File: src/rtl/countdown_sequencer.sv
// rtl/countdown_sequencer.sv - sequenced countdown controller with prescaler, pause and abort
//
// Purpose:
//   Loads a start value into a down-counter and decrements it once every
//   PRESCALE clock cycles. Supports pause (hold), abort, and a one-cycle
//   Moore done pulse at terminal count.
//
// Optional feature macro: COUNTDOWN_AUTO_RELOAD_EN
//   Defined   : DONE restarts the countdown from the last loaded value
//               (unless that value was zero).
//   Undefined : DONE always returns to IDLE; no reload register exists.
//
// Parameters:
//   WIDTH     counter width in bits
//   PRESCALE  clock cycles per decrement tick (1..65535)
//
// Ports:
//   clk       single clock, rising edge
//   rst       synchronous active-high reset
//   start     begin a countdown (IDLE only)
//   load_val  start value, sampled with an accepted start
//   hold      level; pauses RUN while high
//   abort     return to IDLE from any state
//   count     current counter value
//   busy      high in RUN or PAUSE
//   paused    high in PAUSE
//   done      high in DONE
//   state     IDLE=0, RUN=1, PAUSE=2, DONE=3

module countdown_sequencer #(
   parameter int WIDTH    = 4,
   parameter int PRESCALE = 1
) (
   input  logic             clk,
   input  logic             rst,
   input  logic             start,
   input  logic [WIDTH-1:0] load_val,
   input  logic             hold,
   input  logic             abort,
   output logic [WIDTH-1:0] count,
   output logic             busy,
   output logic             paused,
   output logic             done,
   output logic [1:0]       state
);

   typedef enum logic [1:0] {
      S_IDLE  = 2'd0,
      S_RUN   = 2'd1,
      S_PAUSE = 2'd2,
      S_DONE  = 2'd3
   } state_t;

   localparam logic [15:0]      PRE_LAST = 16'(PRESCALE - 1);
   localparam logic [WIDTH-1:0] CNT_ZERO = '0;
   localparam logic [WIDTH-1:0] CNT_ONE  = WIDTH'(1);

   state_t           state_q, state_d;
   logic [WIDTH-1:0] count_q, count_d;
   logic [15:0]      pre_q,   pre_d;
   logic             tick;

`ifdef COUNTDOWN_AUTO_RELOAD_EN
   logic [WIDTH-1:0] reload_q, reload_d;
`endif

   // Only meaningful while counting; IDLE and DONE never consult it.
   assign tick = (pre_q == PRE_LAST);

   always_ff @(posedge clk) begin
      if (rst) begin
         state_q  <= S_IDLE;
         count_q  <= '0;
         pre_q    <= '0;
`ifdef COUNTDOWN_AUTO_RELOAD_EN
         reload_q <= '0;
`endif
      end else begin
         state_q  <= state_d;
         count_q  <= count_d;
         pre_q    <= pre_d;
`ifdef COUNTDOWN_AUTO_RELOAD_EN
         reload_q <= reload_d;
`endif
      end
   end

   always_comb begin
      state_d  = state_q;
      count_d  = count_q;
      pre_d    = pre_q;
`ifdef COUNTDOWN_AUTO_RELOAD_EN
      reload_d = reload_q;
`endif

      case (state_q)
         S_IDLE: begin
            if (abort) begin
               // Abort beats a simultaneous start; stay idle.
               count_d = CNT_ZERO;
               pre_d   = '0;
            end else if (start) begin
               pre_d = '0;
`ifdef COUNTDOWN_AUTO_RELOAD_EN
               // A zero start also clears reload so DONE does not restart
               // a stale countdown from an earlier run.
               reload_d = load_val;
`endif
               if (load_val != CNT_ZERO) begin
                  count_d = load_val;
                  state_d = S_RUN;
               end else begin
                  count_d = CNT_ZERO;
                  state_d = S_DONE;
               end
            end
         end

         // RUN and PAUSE share one body: any cycle with hold high is frozen,
         // and a PAUSE cycle with hold low behaves exactly like a RUN cycle
         // (the prescaler advances and may tick). That makes every held
         // cycle cost exactly one cycle of schedule.
         S_RUN, S_PAUSE: begin
            if (abort) begin
               state_d = S_IDLE;
               count_d = CNT_ZERO;
               pre_d   = '0;
            end else if (hold) begin
               state_d = S_PAUSE;
            end else begin
               state_d = S_RUN;
               if (tick) begin
                  pre_d = '0;
                  if (count_q > CNT_ONE) begin
                     count_d = count_q - CNT_ONE;
                  end else begin
                     count_d = CNT_ZERO;
                     state_d = S_DONE;
                  end
               end else begin
                  pre_d = pre_q + 16'd1;
               end
            end
         end

         S_DONE: begin
            count_d = CNT_ZERO;
            pre_d   = '0;
            state_d = S_IDLE;
`ifdef COUNTDOWN_AUTO_RELOAD_EN
            if (!abort && (reload_q != CNT_ZERO)) begin
               count_d = reload_q;
               state_d = S_RUN;
            end
`endif
         end

         default: begin
            state_d = S_IDLE;
            count_d = CNT_ZERO;
            pre_d   = '0;
         end
      endcase
   end

   // Moore outputs, decoded from registered state only.
   assign count  = count_q;
   assign state  = state_q;
   assign busy   = (state_q == S_RUN) || (state_q == S_PAUSE);
   assign paused = (state_q == S_PAUSE);
   assign done   = (state_q == S_DONE);

endmodule

File: config.mk
export PLATFORM = sky130hd
export DESIGN_NAME = countdown_sequencer
export DESIGN_NICKNAME = d
export VERILOG_FILES = /design/src/rtl/countdown_sequencer.sv
export SDC_FILE = /design/constraint.sdc
export NUM_CORES = 1
export LEC_CHECK = 0
export CAP_MARGIN = 20
export CORE_MARGIN = 1
export CORE_UTILIZATION = 49
export CTS_CLUSTER_SIZE = 14
export DETAILED_ROUTE_END_ITERATION = 10
export GPL_TIMING_DRIVEN = 0
export PLACE_DENSITY = 0.87
export SLEW_MARGIN = 20
export SYNTH_ARGS = -nofsm -noshare
export SYNTH_HDL_FRONTEND = slang
export SYNTH_SLANG_ARGS = --single-unit
export TNS_END_PERCENT = 100
File: constraint.sdc
create_clock -name clk -period 1.9 [get_ports clk]
set_clock_uncertainty 0.05 [all_clocks]
set_input_delay 0.38 -clock clk [delete_from_list [all_inputs] [get_ports clk]]
set_output_delay 0.38 -clock clk [all_outputs]
set_load 0.01 [all_outputs]
---- Word level (Yosys, flattened, before mapping) ----
Index checks and enable logic that the tools add are counted.
word-level totals
  output and inout bits ................... 9
  input bits .............................. 9
  logic and storage cells ................. 44
  register bits after elaboration ......... 22
operators by class
  multiplexer cells ....................... 22
  $lt $le $gt $ge ......................... 1
  equal/unequal tests ..................... 8
  reductions and logical operators ........ 8
  $add $sub $neg .......................... 2
operators by type and width
  cell                     count
  $mux W16                 5
  $pmux W16 S3             1
  $mux W4                  7
  $add A16 B1 Y16 const B  1
  $logic_not A16 Y1        1
  $mux W2                  7
  $pmux W4 S3              1
  $ne A3 B3 Y1 const B     3
  $pmux W2 S3              1
  $eq A2 B2 Y1 const B     2
  $gt A4 B1 Y1 const B     1
  $ne A2 B2 Y1 const B     2
  $reduce_and A2 Y1        2
  $reduce_bool A4 Y1       1
  $sub A4 B1 Y4 const B    1
  $reduce_and A3 Y1        1
  $eq A2 B1 Y1 const B     1
  $logic_not A2 Y1         1
  $reduce_or A2 Y1         1
  $logic_or A1 B1 Y1       1

---- Depth between registers and ports, before layout ----
  depth after elaboration ................. 6
  depth in mapped cells ................... 9
  gate-level depth less buffers ........... 6

---- Least setup slack after synthesis ----
OpenSTA, ideal clock, no wires.
  path kind ............................... register to register
  start point ............................. reg state_q[0] (netlist: state[0])
  end point ............................... reg pre_q[10]
  data arrival time ....................... 2024 ps
  required time ........................... 1777 ps
  path buffers ............................ 2
  setup time .............................. 73 ps
  period minus slack after synthesis ...... 2147 ps
  setup slack ............................. -247 ps
  stages on the path, launching flop included .. 9
  cells stage by stage .................... dfxtp_1 > inv_1 > ha_1 > nand2_1 > a21oi_1 > clkbuf_1 > clkbuf_1 > o21bai_1 > a21oi_1
on the way
  word-level cells in the longest chain between the ends .. 4
  elaborated cells between the ends (all ways) .. 9
  classes of those cells .................. eq/ne: 5; mux: 1; reduce/logical: 3
RTL lines
  element                                       line  text
  start: declaration                            58    state_t state_q, state_d;
  start signal: assignment                      79    state_q <= state_d;
  $eq A2 B2 Y1 or $eq A2 B1 Y1 (tied branches)  96    case (state_q)
  $reduce_or A2 Y1                              96
  $ne A3 B3 Y1 (no source line)                 -
  $reduce_and A2 Y1 (no source line)            -
  end signal: assignment                        81    pre_q <= pre_d;
  end: declaration                              60    logic [15:0] pre_q, pre_d;
Several ways; a longest one is shown, not always the timed one.
A chain may end at the register's enable or synchronous reset.

---- Worst setup path after layout ----
  start point ............................. reg state_q[1] (netlist: state[1])
  end point ............................... reg pre_q[3]
The elaborated chain is that of the path after synthesis.

==> flow_summary.toml <==
[placement]
pre_cts_ws_ps = -302
dpl_cell_area_um2 = 1580
gp_congestion = 0.950
buffer_ports.inserted = 15
estimated_wirelength_of_the_detail_placed_design_mm = 2.38
post-place-cells = 214

[yosys]
synth_top_cell_area_share_pct = 32.6
synth_top_cells_by_count = "sky130_fd_sc_hd__dfxtp_1, sky130_fd_sc_hd__a21oi_1, sky130_fd_sc_hd__nand2_1, sky130_fd_sc_hd__nand3_1, sky130_fd_sc_hd__inv_1"
ys_seq_area_share_pct = 32.6
ys_seq_elements = 22
synth_top_flop_cell = "sky130_fd_sc_hd__dfxtp_1"
number_of_library_cell_types_mapped_by_synthesis = 38
yosysWarnings = 0
synth_top_area_cell = "sky130_fd_sc_hd__dfxtp_1"
mappedNetlistNets = 185
synth_async_sr_flop_share_pct = 0
synth_enable_flop_cells = 0
syn_inst = 169
syn_avg_cell_area_um2 = 8.00
post-synth-top-count-cell = "sky130_fd_sc_hd__dfxtp_1"
syn-cell-area_um2 = 1350
ys_top_cells_by_area = "sky130_fd_sc_hd__dfxtp_1, sky130_fd_sc_hd__ha_1, sky130_fd_sc_hd__a21oi_1"

[critical_path]
slowest_stage = "sky130_fd_sc_hd__dfxtp_2"
cp_max_fo = 10
reg2reg_slack_ps = 10
cpPeakStageDelay_ps = 350
worst-endpoint-arrival_ps = 2060
critical_path_class = "reg2reg"
timing.critical_path.required_ps = 2070
end_kind = "flop"
worst_setup_path_start_kind = "flop"
critical_path.cell_chain = "inv_1, ha_4, nand2b_2, a41oi_4, clkbuf_2, nand3_1, a31oi_1"

[finish]
antenna_cells_inserted = 0
stdcell_count = 227
drive_above_1_share_pct = 33.5
nets = 214
area_growth_syn_to_layout_pct = 38.7
final_util_pct = 73.6
final.fill_count = 169
summed_area_of_non_filler_cells_in_the_final_layout_um2 = 1870

[timing]
finalSetupTns_ps = 0
final_worst_path_cycle_share_pct = 99.5
postLayoutSetupSlackWorst_ps = 10.4
endpoints_failing_setup = 0
max_freq_mhz = 529
worst_case_hold_slack_ps = 474
min_period_ps = 1890
timing.slew.headroom_pct = 61.4
worst_slew_pin_slew_ps = 570
hold_violations = 0
slew_viol_final = 0

[pwr]
power.total_mw = 1.68
switching_power_uw = 647
clkPwrFrac_pct = 15.6
intPower_mw = 1.04
comb_power_share_pct = 53.3
netSwitchingFraction_pct = 38.4
power.leakage_nw = 0.656
pwr-share-seq_pct = 31.1
worst_ir_drop_vdd_mv = 1.05
power-per-cell-area_nw_per_um2 = 898

[clock_network]
cts_htree_levels = 1
clock_tree_from_tritoncts = "done"
clkSinkCount = 22
cts_buffers = 3
path_clk_slew_ps = 120
clock_path_buffers = 2
clockRootBuffer = "sky130_fd_sc_hd__clkbuf_4"
clk_latency_ps = 320

[grt]
track_usage_pct = 27.1
pin_count_of_the_biggest_net_entering_global_routing = 13
gr-total-overflow = 0
antenna_found_initial = 0
via_count_of_the_first_global_routing_pass = 1347
grt_first_pass_wirelength_mm = 5.86

[die]
initial_utilization_pct = 53.1
die-area_um2 = 2970
placement_rows = 18
die_y_um = 54.5
design.portCount = 18
die_width_um = 54.5
design.core.area_um2 = 2540

[job]
timing.max_cap.violations = 0

[route]
average_routed_wire_per_standard_cell_um = 17.5
antenna_violating_nets_post_route = 0
first_iter_violations = 57
route.detailed.drc = 0
vias = 1543
drt_wl_total_mm = 3.98
avgViaCountPerCell = 6.80
drt-pass1-iter-count = 4

[hold_path]
min-delay-path-class = "reg2reg"

[status]
outcome = "finished clean"
-- final timing paths --
kind,end,from,depth (start not counted)
worst max register to register,pre_q[3],state[1],7
worst max-delay path,pre_q[3],state[1],7
worst min register to register,pre_q[14],pre_q[14],2
worst min-delay path,pre_q[14],pre_q[14],2
-- area by class of cell --
| class | count | area [µm²] | area share, % |
|---|---|---|---|
| buffer | 7 | 36.3 | 1.94 |
| clock buffer | 4 | 36.3 | 1.94 |
| inverter | 11 | 41.3 | 2.20 |
| multi-input combinational | 126 | 1010 | 54.1 |
| sequential | 22 | 470 | 25.1 |
| tap | 30 | 37.5 | 2.00 |
| timing repair buffer | 27 | 238 | 12.7 |
-- per-layer routing --
layer	global-route usage (%)	vias up	part of all wire [%]
met1	31.5	734	41
met4	11.1	0	3.7
met2	49.0	82	48
li1	-	706	-
met3	3.89	21	7.5
met5	0	-	0
-- cell families after synthesis --
| family | synth area share [%] |
|---|---|
| flip-flops | 32.6 |
| AND/OR/NAND/NOR | 29.8 |
| adder cells (fa/ha/maj) | 6.48 |
| XOR/XNOR | 1.30 |
| buffers and inverters | 6.02 |
| AO/OA/AOI/OAI | 23.8 |
-- worst max-delay path, delay by kind of cell, from the launching register on --
| family | cells | cell delay (ps) |
|---|---|---|
| AO/OA/AOI/OAI | 2 | 520 |
| flip-flops | 1 | 350 |
| AND/OR/NAND/NOR | 2 | 250 |
| buffers and inverters | 2 | 320 |
| adder cells (fa/ha/maj) | 1 | 310 |
-- sequential cells by signal, indices dropped and copies added, names as in the netlist --
name / cells
state: 2
count: 4
pre_q: 16
-- power by group through the flow --
stage / Combinational (mW) / Sequential, mW / Clock [mW]
floorplan: 0.440 / 0.560 / 0
global placement: 0.667 / 0.547 / 0
detailed placement: 0.687 / 0.552 / 0
CTS: 0.780 / 0.519 / 0.264
global route: 0.965 / 0.529 / 0.287
finish: 0.897 / 0.524 / 0.262
-- cell usage in the layout, fill, tap and decap left out, drive strengths merged, types with 6 or more instances in the layout --
cell type      synthesis  routed
o41ai                  7       7
clkdlybuf4s50          0      12
clkbuf                 8      11
inv                   11      11
dfxtp                 22      22
nand3                 12      12
a21oi                 14      14
ha                     7       7
buf                    2      12
nand2                 12      12
or4b                   6       6
nor2                   8       8
o21ai                  7       7
-- what timing repair did --
item,CTS,global route
pin swaps,3,8
hold buffers,0,0
gates resized for setup,26,27
gates cloned,1,0
setup endpoints to repair,22,13
buffers inserted,6,5
(Power assumes the default switching activity.)
